===== src/rtl/led_pkg.sv =====
// led_pkg: mode and state encodings shared by the LED sequencer files.
package led_pkg;
  localparam logic [1:0] MODE_SOLID = 2'b00;
  localparam logic [1:0] MODE_BLINK = 2'b01;
  localparam logic [1:0] MODE_CHASE = 2'b10;
  typedef enum logic [1:0] {
    ST_IDLE   = 2'd0,
    ST_ACTIVE = 2'd1,
    ST_HOLD   = 2'd2
  } state_t;
endpackage


===== src/rtl/led_tick_gen.sv =====
// led_tick_gen: animation prescaler emitting a one-cycle tick every TICK_DIV cycles while run is high.
module led_tick_gen #(
  parameter int TICK_DIV = 25000000
) (
  input  logic clk,
  input  logic reset,
  input  logic run,
  input  logic restart,
  output logic tick
);
  localparam int CW = $clog2(TICK_DIV);
  logic [CW-1:0] cnt;
  assign tick = run && !restart && cnt == CW'(TICK_DIV - 1);
  always_ff @(posedge clk)
    if (reset || restart || !run || tick) cnt <= '0;
    else cnt <= cnt + 1'b1;
endmodule


===== src/rtl/led_sequencer.sv =====
// led_sequencer: timing-phase LED animation (solid/blink/chase) followed by a result bar hold.
module led_sequencer
  import led_pkg::*;
#(
  parameter int LED_COUNT  = 10,
  parameter int TICK_DIV   = 25000000,
  parameter int HOLD_TICKS = 4
) (
  input  logic                               clk,
  input  logic                               reset,
  input  logic                               start,
  input  logic                               stop,
  input  logic [1:0]                         mode,
  input  logic [$clog2(LED_COUNT+1)-1:0]     level,
  output logic [LED_COUNT-1:0]               led,
  output logic                               busy
);
  localparam int LW = $clog2(LED_COUNT + 1);
  localparam int HW = $clog2(HOLD_TICKS + 2);
  state_t state, state_nx;
  logic [1:0] mode_q;
  logic [LW-1:0] level_q;
  logic [LED_COUNT-1:0] pat, bar;
  logic [HW-1:0] hcnt;
  logic tick, run, restart, go_active, go_hold, stop_active, hold_done;
  // Stop outranks start everywhere; start is ignored only while already ACTIVE.
  always_comb begin
    stop_active = stop && state == ST_ACTIVE;
    go_active = start && !stop && state != ST_ACTIVE;
    go_hold = stop_active && HOLD_TICKS > 0;
    hold_done = state == ST_HOLD && tick && 32'(hcnt) == HOLD_TICKS - 1;
    run = state != ST_IDLE;
    restart = go_active || go_hold;
    state_nx = go_active ? ST_ACTIVE :
               stop_active ? (go_hold ? ST_HOLD : ST_IDLE) :
               hold_done ? ST_IDLE : state;
  end
  always_comb begin
    bar = '0;
    for (int i = 0; i < LED_COUNT; i++) bar[i] = level_q > LW'(i);
  end
  led_tick_gen #(.TICK_DIV(TICK_DIV)) u_tick (
    .clk(clk),
    .reset(reset),
    .run(run),
    .restart(restart),
    .tick(tick)
  );
  always_ff @(posedge clk)
    if (reset) state <= ST_IDLE;
    else state <= state_nx;
  // led and busy are a second register stage, so both follow the state by one cycle.
  always_ff @(posedge clk)
    if (reset) begin
      mode_q <= MODE_SOLID;
      level_q <= '0;
      pat <= '0;
      hcnt <= '0;
      led <= '0;
      busy <= 1'b0;
    end else begin
      led <= state == ST_ACTIVE ? pat : state == ST_HOLD ? bar : '0;
      busy <= state != ST_IDLE;
      if (go_active) begin
        mode_q <= mode;
        pat <= mode == MODE_CHASE ? LED_COUNT'(1) : '1;
      end else if (state == ST_ACTIVE && tick)
        pat <= mode_q == MODE_BLINK ? ~pat :
               mode_q == MODE_CHASE ? {pat[LED_COUNT-2:0], pat[LED_COUNT-1]} : pat;
      if (stop_active) level_q <= level;
      hcnt <= go_hold ? '0 : (state == ST_HOLD && tick) ? hcnt + 1'b1 : hcnt;
    end
endmodule


===== config.mk =====
export PLATFORM = sky130hd
export DESIGN_NAME = led_sequencer
export DESIGN_NICKNAME = d
export VERILOG_FILES = /design/src/rtl/led_pkg.sv /design/src/rtl/led_tick_gen.sv /design/src/rtl/led_sequencer.sv
export SDC_FILE = /design/constraint.sdc
export NUM_CORES = 1
export LEC_CHECK = 0
export CORE_ASPECT_RATIO = 1.4
export CORE_MARGIN = 1
export CORE_UTILIZATION = 50
export DETAILED_ROUTE_END_ITERATION = 8
export PLACE_DENSITY = 0.77
export SYNTH_ARGS = -nofsm -noshare
export SYNTH_HDL_FRONTEND = slang
export SYNTH_HIERARCHICAL = 1
export SYNTH_SLANG_ARGS = --single-unit

===== constraint.sdc =====
create_clock -name clk -period 3.15 [get_ports clk]
set_input_delay 0.945 -clock clk [delete_from_list [all_inputs] [get_ports clk]]
set_output_delay 0.945 -clock clk [all_outputs]
set_load 0.005 [all_outputs]

==> impl_metrics.xml, run 1 <==
<?xml version="1.0" encoding="UTF-8"?>
<metrics>
  <group name="routing">
    <metric name="wire_per_inst" unit="um">14.43</metric>
    <metric name="final_antenna_net_count" unit="">0</metric>
    <metric name="drt-pass1-iter-count" unit="">4</metric>
    <metric name="vias_per_cell" unit="">5.776</metric>
    <metric name="detail_route.wirelength" unit="um">5612</metric>
    <metric name="route.vias.total" unit="">2247</metric>
    <metric name="drt_drc_violations_left" unit="">0</metric>
    <metric name="initialDrtViolationCount" unit="">93</metric>
  </group>
  <group name="sta">
    <metric name="rsz_0062_raised_after_global_routing" unit="">false</metric>
    <metric name="report.final.hold_viol_count" unit="">0</metric>
    <metric name="min_period_over_period" unit="%">85.61</metric>
    <metric name="timing.slew.headroom" unit="%">49.06</metric>
    <metric name="postLayoutSetupSlackWorst" unit="ps">453.3</metric>
    <metric name="fin_setup_tns" unit="ps">0</metric>
    <metric name="report.final.slew_viol_count" unit="">0</metric>
    <metric name="setup_viol_count_final" unit="">0</metric>
    <metric name="finalWorstPathRequiredPeriod" unit="ps">2697</metric>
    <metric name="tightestPinTransition" unit="ps">759.5</metric>
    <metric name="clock-skew-final" unit="ps">7.454</metric>
    <metric name="fmax" unit="GHz">0.3708</metric>
  </group>
  <group name="floorplanning">
    <metric name="fp.dieArea" unit="sq um">5545</metric>
    <metric name="rows" unit="">30</metric>
    <metric name="io_pins" unit="">21</metric>
    <metric name="chip_width" unit="um">63.22</metric>
    <metric name="floorplan.initialDensity" unit="%">52.95</metric>
    <metric name="core" unit="sq um">4955</metric>
    <metric name="fp.dieH" unit="um">87.71</metric>
  </group>
  <group name="critical_path">
    <metric name="worst-path-max-fanout" unit="">7</metric>
    <metric name="setup.worst_path.class" unit="">in2reg</metric>
    <metric name="cp.arrival" unit="ps">2930</metric>
    <metric name="critical_path.slowest_cell" unit="">sky130_fd_sc_hd__clkdlybuf4s50_1</metric>
    <metric name="critPathLaunchType" unit="">primary input</metric>
    <metric name="crit_path_end_kind" unit="">register</metric>
    <metric name="critPathMaxStageDelay" unit="ps">540</metric>
    <metric name="crit_chain" unit="">clkdlybuf4s50_1, or3_1, nand2_1, nand2b_1, nor2_1, nand3_4, or4_1, o311ai_1</metric>
    <metric name="worst-path-buf-inv" unit="">1</metric>
    <metric name="cp_top_family" unit="">simple AND/OR/NAND/NOR gates</metric>
    <metric name="critical_path_required" unit="ps">3380</metric>
  </group>
  <group name="placement">
    <metric name="finalWeightedCongestion" unit="">0.8024</metric>
    <metric name="buffer_ports.inserted" unit="">20</metric>
    <metric name="detailed_placer_s_ending_hpwl" unit="um">3982</metric>
    <metric name="dp_slack" unit="ps">97.56</metric>
  </group>
  <group name="synthesis">
    <metric name="count_of_flip_flops_with_a_built_in_enable_after_synthesis" unit="">0</metric>
    <metric name="synth_cell_type_count" unit="">54</metric>
    <metric name="post_synth_inst_count" unit="">297</metric>
    <metric name="synth-main-ff-cell" unit="">sky130_fd_sc_hd__dfxtp_1</metric>
    <metric name="post_synth_most_frequent_cells" unit="">sky130_fd_sc_hd__dfxtp_1, sky130_fd_sc_hd__a21oi_1, sky130_fd_sc_hd__nand2_1</metric>
    <metric name="synth.net_count" unit="">310</metric>
    <metric name="synthesis.area_per_instance" unit="sq um">8.834</metric>
    <metric name="yosysTopAreaCell" unit="">sky130_fd_sc_hd__dfxtp_1</metric>
    <metric name="synth_top_cells_by_area" unit="">sky130_fd_sc_hd__dfxtp_1, sky130_fd_sc_hd__a21oi_1, sky130_fd_sc_hd__nand2_1, sky130_fd_sc_hd__nor2_1, sky130_fd_sc_hd__o221a_1</metric>
    <metric name="synth.ff_latch_count" unit="">57</metric>
    <metric name="synth_largest_type_area_fraction" unit="%">43.49</metric>
    <metric name="async_reset_ff_share" unit="%">0</metric>
    <metric name="synthesis.yosys.warnings" unit="">6</metric>
    <metric name="synth_seq_area_share" unit="%">43.49</metric>
    <metric name="netlist_area" unit="sq um">2624</metric>
    <metric name="synth.most_common_cell" unit="">sky130_fd_sc_hd__dfxtp_1</metric>
  </group>
  <group name="clock_tree">
    <metric name="tritoncts" unit="">built</metric>
    <metric name="numClockSinks" unit="">57</metric>
    <metric name="cts_max_path_buffers" unit="">2</metric>
    <metric name="clock_insertion_delay_worst_skew" unit="ps">330</metric>
    <metric name="path_clk_slew" unit="ps">60</metric>
    <metric name="post_cts_resized" unit="">0</metric>
    <metric name="holdBufCountCts" unit="">0</metric>
    <metric name="htreeDepth" unit="">3</metric>
    <metric name="post-cts-setup-buffers" unit="">0</metric>
    <metric name="cts_buffers" unit="">9</metric>
    <metric name="clock_tree.root_cell" unit="">sky130_fd_sc_hd__clkbuf_8</metric>
  </group>
  <group name="grt">
    <metric name="global_route_congestion_overflow_total" unit="">0</metric>
    <metric name="antenna_found_initial" unit="">0</metric>
    <metric name="maximum_number_of_pins_on_one_net_before_global_route_repair" unit="">29</metric>
    <metric name="grt_pass1_vias" unit="">2123</metric>
    <metric name="wire_length_of_the_first_global_routing_pass" unit="um">9418</metric>
    <metric name="globalRouteTotalUtil" unit="%">21.89</metric>
  </group>
  <group name="final_layout">
    <metric name="area_growth_syn_to_layout" unit="%">17.79</metric>
    <metric name="drive_gt1_share" unit="%">11.38</metric>
    <metric name="final_nets" unit="">333</metric>
    <metric name="finalCoreUtilization" unit="%">62.37</metric>
    <metric name="final.fill_count" unit="">457</metric>
    <metric name="antenna_cells_inserted" unit="">0</metric>
  </group>
  <group name="power_and_ir_drop">
    <metric name="cellPowerDensity" unit="nW/um^2">508.7</metric>
    <metric name="static-leakage-power" unit="nW">1.055</metric>
    <metric name="ir_drop" unit="mV">0.3135</metric>
  </group>
  <group name="run_status">
    <metric name="run_status" unit="">completed</metric>
  </group>
  <group name="min_path">
    <metric name="hp-class" unit="">reg2reg</metric>
  </group>
  <group name="job">
    <metric name="max_cap_viol" unit="">0</metric>
  </group>
</metrics>
[report_power, final]
part | switching [W] | total, W | internal [W]
combinational | 0.0000528 | 0.0000998 | 0.0000470
clock | 0.000288 | 0.000716 | 0.000428
sequential | 0.0000183 | 0.000756 | 0.000738
[logic make-up (layout without fill, tap and decap cells)]
logic type | count (synthesis) | in the layout | synth area share (%)
compound gates | 77 | 77 | 19.31
xor+xnor | 12 | 12 | 4.292
simple gates | 121 | 121 | 26.04
flops | 57 | 57 | 43.49
mux | 2 | 2 | 0.7630
fa+ha+maj | 3 | 3 | 1.431
buf+inv | 25 | 53 | 4.673
[metrics by stage]
step                cell area [sq um]   power, W  std cells  hold slack [ps]
detailed placement               2875  0.0008711        373            431.6
floorplan                        2624  0.0008334        297            412.9
CTS                              3090   0.001591        389            440.4
global route                     3090   0.001640        389            458.9
global placement                 2875  0.0008677        373            425.8
finish                           3090   0.001572        389            437.4
[sequential cells by signal, indices dropped and copies added (netlist names)]
signal	cells
state	2
level_q	4
busy	1
hcnt	3
pat	10
u_tick/cnt	25
mode_q	2
led	10
[cell type report]
| type | count | area (sq um) | area share [%] |
|---|---|---|---|
| sequential | 57 | 1141 | 36.92 |
| multi-input combinational | 215 | 1360 | 44.01 |
| timing repair buffer | 28 | 260.3 | 8.421 |
| clock buffer | 12 | 165.2 | 5.344 |
| inverter | 9 | 33.78 | 1.093 |
| clock inverter | 4 | 50.05 | 1.619 |
| tap | 64 | 80.08 | 2.591 |
[final timing paths]
check	startpoint	endpoint	slack (ps)	cells after the start
setup / recovery	stop	pat[5]$_SDFFE_PP0P_	450	8
hold / removal	u_tick/cnt[0]$_SDFF_PP0_	u_tick/cnt[0]$_SDFF_PP0_	440	1
setup reg to reg	u_tick/cnt[2]$_SDFF_PP0_	pat[5]$_SDFFE_PP0P_	560	7
hold reg to reg	u_tick/cnt[0]$_SDFF_PP0_	u_tick/cnt[0]$_SDFF_PP0_	440	1
[layout by cell type (no fill, tap or decap), types with 2 or more instances in the layout]
cell,synthesis,layout
sky130_fd_sc_hd__nand4_1,7,7
sky130_fd_sc_hd__mux2i_1,2,2
sky130_fd_sc_hd__clkinvlp_4,0,2
sky130_fd_sc_hd__ha_1,3,3
sky130_fd_sc_hd__a22oi_1,2,2
sky130_fd_sc_hd__xor2_1,8,8
sky130_fd_sc_hd__and2_1,3,3
sky130_fd_sc_hd__o31ai_1,6,6
sky130_fd_sc_hd__clkdlybuf4s50_1,0,20
sky130_fd_sc_hd__buf_4,0,8
sky130_fd_sc_hd__nand3_1,8,8
sky130_fd_sc_hd__and3_1,6,6
sky130_fd_sc_hd__o221a_1,8,8
sky130_fd_sc_hd__dfxtp_1,57,57
sky130_fd_sc_hd__nor2b_1,4,4
sky130_fd_sc_hd__or3_1,8,8
sky130_fd_sc_hd__nor3_1,6,6
sky130_fd_sc_hd__nand4_4,2,2
sky130_fd_sc_hd__or4_1,7,7
sky130_fd_sc_hd__o21ai_0,8,8
sky130_fd_sc_hd__and4_1,2,2
sky130_fd_sc_hd__clkbuf_8,0,12
sky130_fd_sc_hd__nor4b_1,2,2
sky130_fd_sc_hd__a21oi_1,38,38
sky130_fd_sc_hd__xnor2_1,3,3
sky130_fd_sc_hd__nand2_1,31,31
sky130_fd_sc_hd__nor2_1,24,24
sky130_fd_sc_hd__a31oi_1,2,2
sky130_fd_sc_hd__inv_1,9,9
[routing by layer]
| metal | vias up | GRT usage (%) | routed length [um] |
|---|---|---|---|
| met5 | - | 0 | 0 |
| met3 | 13 | 6.250 | 143 |
| met4 | 0 | 11.78 | 155 |
| met2 | 34 | 38.91 | 3003 |
| li1 | 1137 | - | - |
| met1 | 1063 | 23.45 | 2308 |
Power figures use the tool's default switching activity.
==> run 2, diff against run 1 <==
- CORE_MARGIN: 1 -> not set
- clock period: 3.15 -> 3.1 ns (I/O delays scaled with it)
==> run 2 against run 1 <==
  * Combinational power hardly changed
  * Clock skew is 2.2 ps lower
  * Wire length is 0.27% higher
  * Global-route usage is 0.10 points higher
  * First-iteration DRC count is 2.2% lower
  * Critical path type unchanged
  * Count of clock-buffer cells in the layout is 1 lower
  * Sequential share of layout area is 0.16 points lower
  * Utilization is 0.28 points higher
  * Cell area is 0.45% higher
  * Power is 5.2% higher
  * Critical path depth stayed put
==> impl_metrics.xml, run 2 (same netlist as run 1, synthesis figures left out) <==
<?xml version="1.0" encoding="UTF-8"?>
<metrics>
  <group name="final_layout">
    <metric name="drive_gt1_share" unit="%">11.38</metric>
    <metric name="layout_common_cells" unit="">sky130_fd_sc_hd__dfxtp_1, sky130_fd_sc_hd__a21oi_1, sky130_fd_sc_hd__nand2_1</metric>
    <metric name="leading_cell_type_in_the_layout_fill_and_taps_excluded" unit="">sky130_fd_sc_hd__dfxtp_1</metric>
    <metric name="largest-register" unit="">u_tick/cnt</metric>
    <metric name="final_nets" unit="">333</metric>
    <metric name="largestRegisters" unit="">u_tick/cnt: 25 flops, led: 10 flops, pat: 10 flops</metric>
    <metric name="area_growth_syn_to_layout" unit="%">18.31</metric>
    <metric name="largest_register_ffs" unit="">25</metric>
    <metric name="final-instance-count-excl-fill" unit="">389</metric>
    <metric name="antenna_cells_inserted" unit="">0</metric>
  </group>
  <group name="run_status">
    <metric name="run_status" unit="">completed</metric>
  </group>
  <group name="floorplanning">
    <metric name="rows" unit="">30</metric>
    <metric name="io_pins" unit="">21</metric>
    <metric name="core" unit="sq um">4955</metric>
    <metric name="chip_width" unit="um">63.22</metric>
    <metric name="fp.dieArea" unit="sq um">5545</metric>
    <metric name="floorplan.initialDensity" unit="%">52.95</metric>
    <metric name="fp.dieH" unit="um">87.71</metric>
  </group>
  <group name="min_path">
    <metric name="hold_path_depth" unit="">1</metric>
    <metric name="holdPathEnd" unit="">u_tick/cnt[0]$_SDFF_PP0_</metric>
    <metric name="worst_hold_startpoint" unit="">u_tick/cnt[0]$_SDFF_PP0_</metric>
    <metric name="hp-class" unit="">reg2reg</metric>
  </group>
  <group name="clock_tree">
    <metric name="clock_tree.root_cell" unit="">sky130_fd_sc_hd__clkbuf_8</metric>
    <metric name="post_cts_resized" unit="">0</metric>
    <metric name="clock_insertion_delay_worst_skew" unit="ps">330</metric>
    <metric name="tritoncts" unit="">built</metric>
    <metric name="post-cts-setup-buffers" unit="">0</metric>
    <metric name="holdBufCountCts" unit="">0</metric>
    <metric name="cts_max_path_buffers" unit="">2</metric>
    <metric name="htreeDepth" unit="">3</metric>
    <metric name="path_clk_slew" unit="ps">60</metric>
    <metric name="numClockSinks" unit="">57</metric>
    <metric name="cts_buffers" unit="">9</metric>
  </group>
  <group name="power_and_ir_drop">
    <metric name="ir_drop" unit="mV">0.3484</metric>
    <metric name="static-leakage-power" unit="nW">1.065</metric>
    <metric name="p_total" unit="W">0.001653</metric>
    <metric name="cellPowerDensity" unit="nW/um^2">532.6</metric>
  </group>
  <group name="sta">
    <metric name="rsz_0062_raised_after_global_routing" unit="">false</metric>
    <metric name="finalWorstPathRequiredPeriod" unit="ps">2696</metric>
    <metric name="report.final.hold_viol_count" unit="">0</metric>
    <metric name="min_period_over_period" unit="%">86.97</metric>
    <metric name="report.final.slew_viol_count" unit="">0</metric>
    <metric name="fin_setup_tns" unit="ps">0</metric>
    <metric name="setup_viol_count_final" unit="">0</metric>
    <metric name="postLayoutSetupSlackWorst" unit="ps">403.8</metric>
    <metric name="tightestPinTransition" unit="ps">756.6</metric>
    <metric name="fin_worst_hold_slack" unit="ps">443.0</metric>
    <metric name="fmax" unit="GHz">0.3709</metric>
    <metric name="timing.slew.headroom" unit="%">49.26</metric>
    <metric name="clock-skew-final" unit="ps">5.274</metric>
  </group>
  <group name="routing">
    <metric name="drt-pass1-iter-count" unit="">4</metric>
    <metric name="route.vias.total" unit="">2254</metric>
    <metric name="wire_per_inst" unit="um">14.47</metric>
    <metric name="detail_route.wirelength" unit="um">5627</metric>
    <metric name="vias_per_cell" unit="">5.794</metric>
    <metric name="drt_drc_violations_left" unit="">0</metric>
    <metric name="final_antenna_net_count" unit="">0</metric>
    <metric name="initialDrtViolationCount" unit="">91</metric>
  </group>
  <group name="critical_path">
    <metric name="cp.arrival" unit="ps">2930</metric>
    <metric name="critical_path_required" unit="ps">3330</metric>
    <metric name="worst-path-max-fanout" unit="">7</metric>
    <metric name="timing.reg2reg.worst_path_depth" unit="">7</metric>
    <metric name="setup.worst_path.class" unit="">in2reg</metric>
    <metric name="rr_endpoint" unit="">pat[5]$_SDFFE_PP0P_</metric>
    <metric name="critPathLaunchType" unit="">primary input</metric>
    <metric name="crit_path_end_kind" unit="">register</metric>
    <metric name="launching_point_of_the_worst_reg2reg_path" unit="">u_tick/cnt[2]$_SDFF_PP0_</metric>
    <metric name="regToRegSetupSlack" unit="ps">510</metric>
  </group>
  <group name="grt">
    <metric name="antenna_found_initial" unit="">0</metric>
    <metric name="maximum_number_of_pins_on_one_net_before_global_route_repair" unit="">29</metric>
    <metric name="global_route_congestion_overflow_total" unit="">0</metric>
    <metric name="grt_pass1_vias" unit="">2183</metric>
    <metric name="globalRouteTotalUtil" unit="%">21.99</metric>
    <metric name="wire_length_of_the_first_global_routing_pass" unit="um">9349</metric>
  </group>
  <group name="placement">
    <metric name="detailed_placer_s_ending_hpwl" unit="um">3863</metric>
    <metric name="dp_slack" unit="ps">80.48</metric>
    <metric name="placed_cells_incl_taps" unit="">373</metric>
    <metric name="finalWeightedCongestion" unit="">0.8023</metric>
    <metric name="buffer_ports.inserted" unit="">20</metric>
  </group>
  <group name="job">
    <metric name="max_cap_viol" unit="">0</metric>
  </group>
</metrics>
run 2: cell types whose count changed in the layout (fill, tap and decap cells not counted):
cell                         delta
sky130_fd_sc_hd__clkinvlp_4     -1
sky130_fd_sc_hd__clkbuf_8       -1
sky130_fd_sc_hd__clkinv_2       +1
sky130_fd_sc_hd__bufinv_16      +1
run 2: worst max-delay path, cell delays in order:
cell,delay [ps]
sky130_fd_sc_hd__clkdlybuf4s50_1,540
sky130_fd_sc_hd__or3_1,150
sky130_fd_sc_hd__nand2_1,50
sky130_fd_sc_hd__nand2b_1,170
sky130_fd_sc_hd__nor2_1,410
sky130_fd_sc_hd__nand3_4,100
sky130_fd_sc_hd__or4_1,480
sky130_fd_sc_hd__o311ai_1,100
run 2: cell type report:
type | instances | area [sq um]
Multi-Input combinational cell | 215 | 1360
Sequential cell | 57 | 1141
Clock buffer | 11 | 151.4
Fill cell | 465 | 1851
Timing Repair Buffer | 28 | 260.3
Inverter | 9 | 33.78
Tap cell | 64 | 80.08
Clock inverter | 5 | 77.57
run 2: report_power, final:
part	internal, W	switching [W]
combinational	0.0000478	0.0000531
sequential	0.000750	0.0000185
clock	0.000493	0.000290
total	0.00129	0.000362
run 2: per-layer routing:
layer / part of all wire, % / vias to the layer above / GRT usage (%)
li1: - / 1130 / -
met5: 0 / - / 0
met3: 3.8 / 17 / 6.771
met2: 52 / 65 / 39.10
met1: 41 / 1042 / 22.87
met4: 3.2 / 0 / 12.81
run 2: per-stage QoR:
stage | instance area, sq um | utilization, %
after floorplan | 2624 | -
after global placement | 2875 | 58.03
after detailed placement | 2875 | 58.03
after CTS | 3104 | 62.65
after global routing | 3104 | 62.65
final | 3104 | 62.65
run 2: worst max path at each step:
stage                     startpoint                   end  slack, ps  cells past startpoint
after global placement          stop   pat[5]$_SDFFE_PP0P_        170                      8
after floorplan                start   pat[5]$_SDFFE_PP0P_        500                      9
final                           stop   pat[5]$_SDFFE_PP0P_        400                      8
after detailed placement        stop   pat[5]$_SDFFE_PP0P_         80                      8
after CTS                       stop   pat[5]$_SDFFE_PP0P_        430                      8
after global routing            stop  hcnt[2]$_SDFFE_PP0P_        240                      7
==> edit (config.mk and constraints of run 2) <==
Reset style: asynchronous (`reset`), changed in 2 clocked blocks.
--- a/src/rtl/led_sequencer.sv
+++ b/src/rtl/led_sequencer.sv
@@ -46,11 +46,11 @@
     .restart(restart),
     .tick(tick)
   );
-  always_ff @(posedge clk)
+  always_ff @(posedge clk or posedge reset)
     if (reset) state <= ST_IDLE;
     else state <= state_nx;
   // led and busy are a second register stage, so both follow the state by one cycle.
-  always_ff @(posedge clk)
+  always_ff @(posedge clk or posedge reset)
     if (reset) begin
       mode_q <= MODE_SOLID;
       level_q <= '0;
Behaviour: differs if reset is asserted again (counterexample within 4 cycles, from zero or initial values and one cycle with reset high); with reset held inactive, the same outputs for 10 cycles.
==> edit against run 2 <==
  * Synthesized area up 7.9%
  * Synthesized cell count rose by 2.7%
  * Design area increased by 5.6%
  * Worst setup slack gained 0.018 ns
  * Sequential cell count unchanged
  * Final cell count increased by 3.3%
  * First-iteration DRC count up 140%
  * Sequential share of layout area up 3.0 points
  * Wire length is 3.4% higher
  * Critical path depth up 2
  * Largest cell class unchanged
Power is not compared: it rests on default switching activity, and its combinational part moved more than twofold at a synthesized area within 25%.
==> edit: results (changes against run 2) <==
| Metric | Value |
|---|---|
| CTS resizes | `0 (unchanged)` |
| Final HPWL DP | `4120 µm (+6.7%)` |
| Max Clk Rate | `373 MHz (+0.67%)` |
| DR iter-0 viols | `220 (+140%)` |
| Reg-to-reg endpoint | `pat[8]` |
| Share of cells above drive strength 1 | `11.7% (+0.29 points)` |
| Status | `finished, final reports clean` |
| Final Slew Violations | `0 (unchanged)` |
| Worst r2r path cells | `8 (+1)` |
| Vias in the first global route | `2199 (+0.73%)` |
| Largest net degree at the start of global routing | `33 (+14%)` |
| Adder-Cell Fraction of Synth Area | `1.33% (-0.10 points)` |
| XOR/XNOR Fraction of Synth Area | `3.67% (-0.62 points)` |
| Drt wl/cell | `14.5 µm (about the same)` |
| Mux cell area share after synthesis | `1.95% (+1.2 points)` |
| Cells after Synth | `305 (+2.7%)` |
| DP Cell Count | `386 (+3.5%)` |
| Nets | `342 (+2.7%)` |
| Ys async rst share | `56.1% (+56 points)` |
| Pre-CTS WS | `0.108 ns (+0.0275 ns)` |
| CP arrival | `2.95 ns (+0.02 ns)` |
| Critical Path Start | `start` |
| Worst Max-Slew Pin Slew | `0.687 ns (-0.0691 ns)` |
| Crit-path max cell delay | `0.46 ns (-0.08 ns)` |
| Post-synth top cells | `nand2_1 (38), dfrtp_1 (32), dfxtp_1 (25)` |
| First-pass GRT wire length | `9920 µm (+6.1%)` |
| Final WL | `5820 µm (+3.4%)` |
| Vias | `2295 (+1.8%)` |
| Compound-Gate Fraction of Synth Area | `18.1% (-1.2 points)` |
| Post-synthesis sequential area ratio | `46.0% (+2.5 points)` |
| GP Congestion | `0.859 (+7.1%)` |
| Global Route Usage Sum | `21.9% (-0.14 points)` |
| Layout Skew | `0.0101 ns (+0.00479 ns)` |
| Area after DPL | `3090 µm² (+7.6%)` |
| Mapped Nets | `318 (+2.6%)` |
## edit: how the worst min path moves through the flow
stage          cells past startpoint           from             to  slack [ns]
2_1_floorplan                      1  u_tick/cnt[0]  u_tick/cnt[0]        0.41
3_3_place_gp                       1  u_tick/cnt[0]  u_tick/cnt[0]        0.42
3_5_place_dp                       1  u_tick/cnt[0]  u_tick/cnt[0]        0.43
4_1_cts                            1  u_tick/cnt[0]  u_tick/cnt[0]        0.45
5_1_grt                            1  u_tick/cnt[0]  u_tick/cnt[0]        0.48
6_report                           1  u_tick/cnt[0]  u_tick/cnt[0]        0.45
## edit: layout make-up
class / instances / area [µm²]
repair buffers: 27 / 253
inverters: 12 / 45.0
clock buffers: 13 / 169
multi-input cells: 222 / 1410
clock inverters: 3 / 15.0
flip-flops and latches: 57 / 1300
fillers: 472 / 2210
well taps: 68 / 85.1
## edit: metrics by stage
stage	util, %	hold slack [ns]
4_1_cts	59.7	0.446
2_1_floorplan	-	0.413
3_3_place_gp	56.4	0.420
5_1_grt	59.7	0.482
3_5_place_dp	56.4	0.434
6_report	59.7	0.449
## edit: power breakdown
group | leakage [nW] | switching [mW] | total, mW | internal (mW)
combinational | 0.584 | 0.350 | 0.732 | 0.382
sequential | 0.610 | 0.202 | 1.10 | 0.900
clock | 0.0992 | 0.284 | 0.635 | 0.352
## edit: layer usage
layer	track usage (%)	share of wire, %	up-vias
met3	6.53	2.9	14
li1	-	-	1156
met5	0	0	-
met4	9.96	2.9	0
met2	38.0	53	34
met1	23.7	41	1091
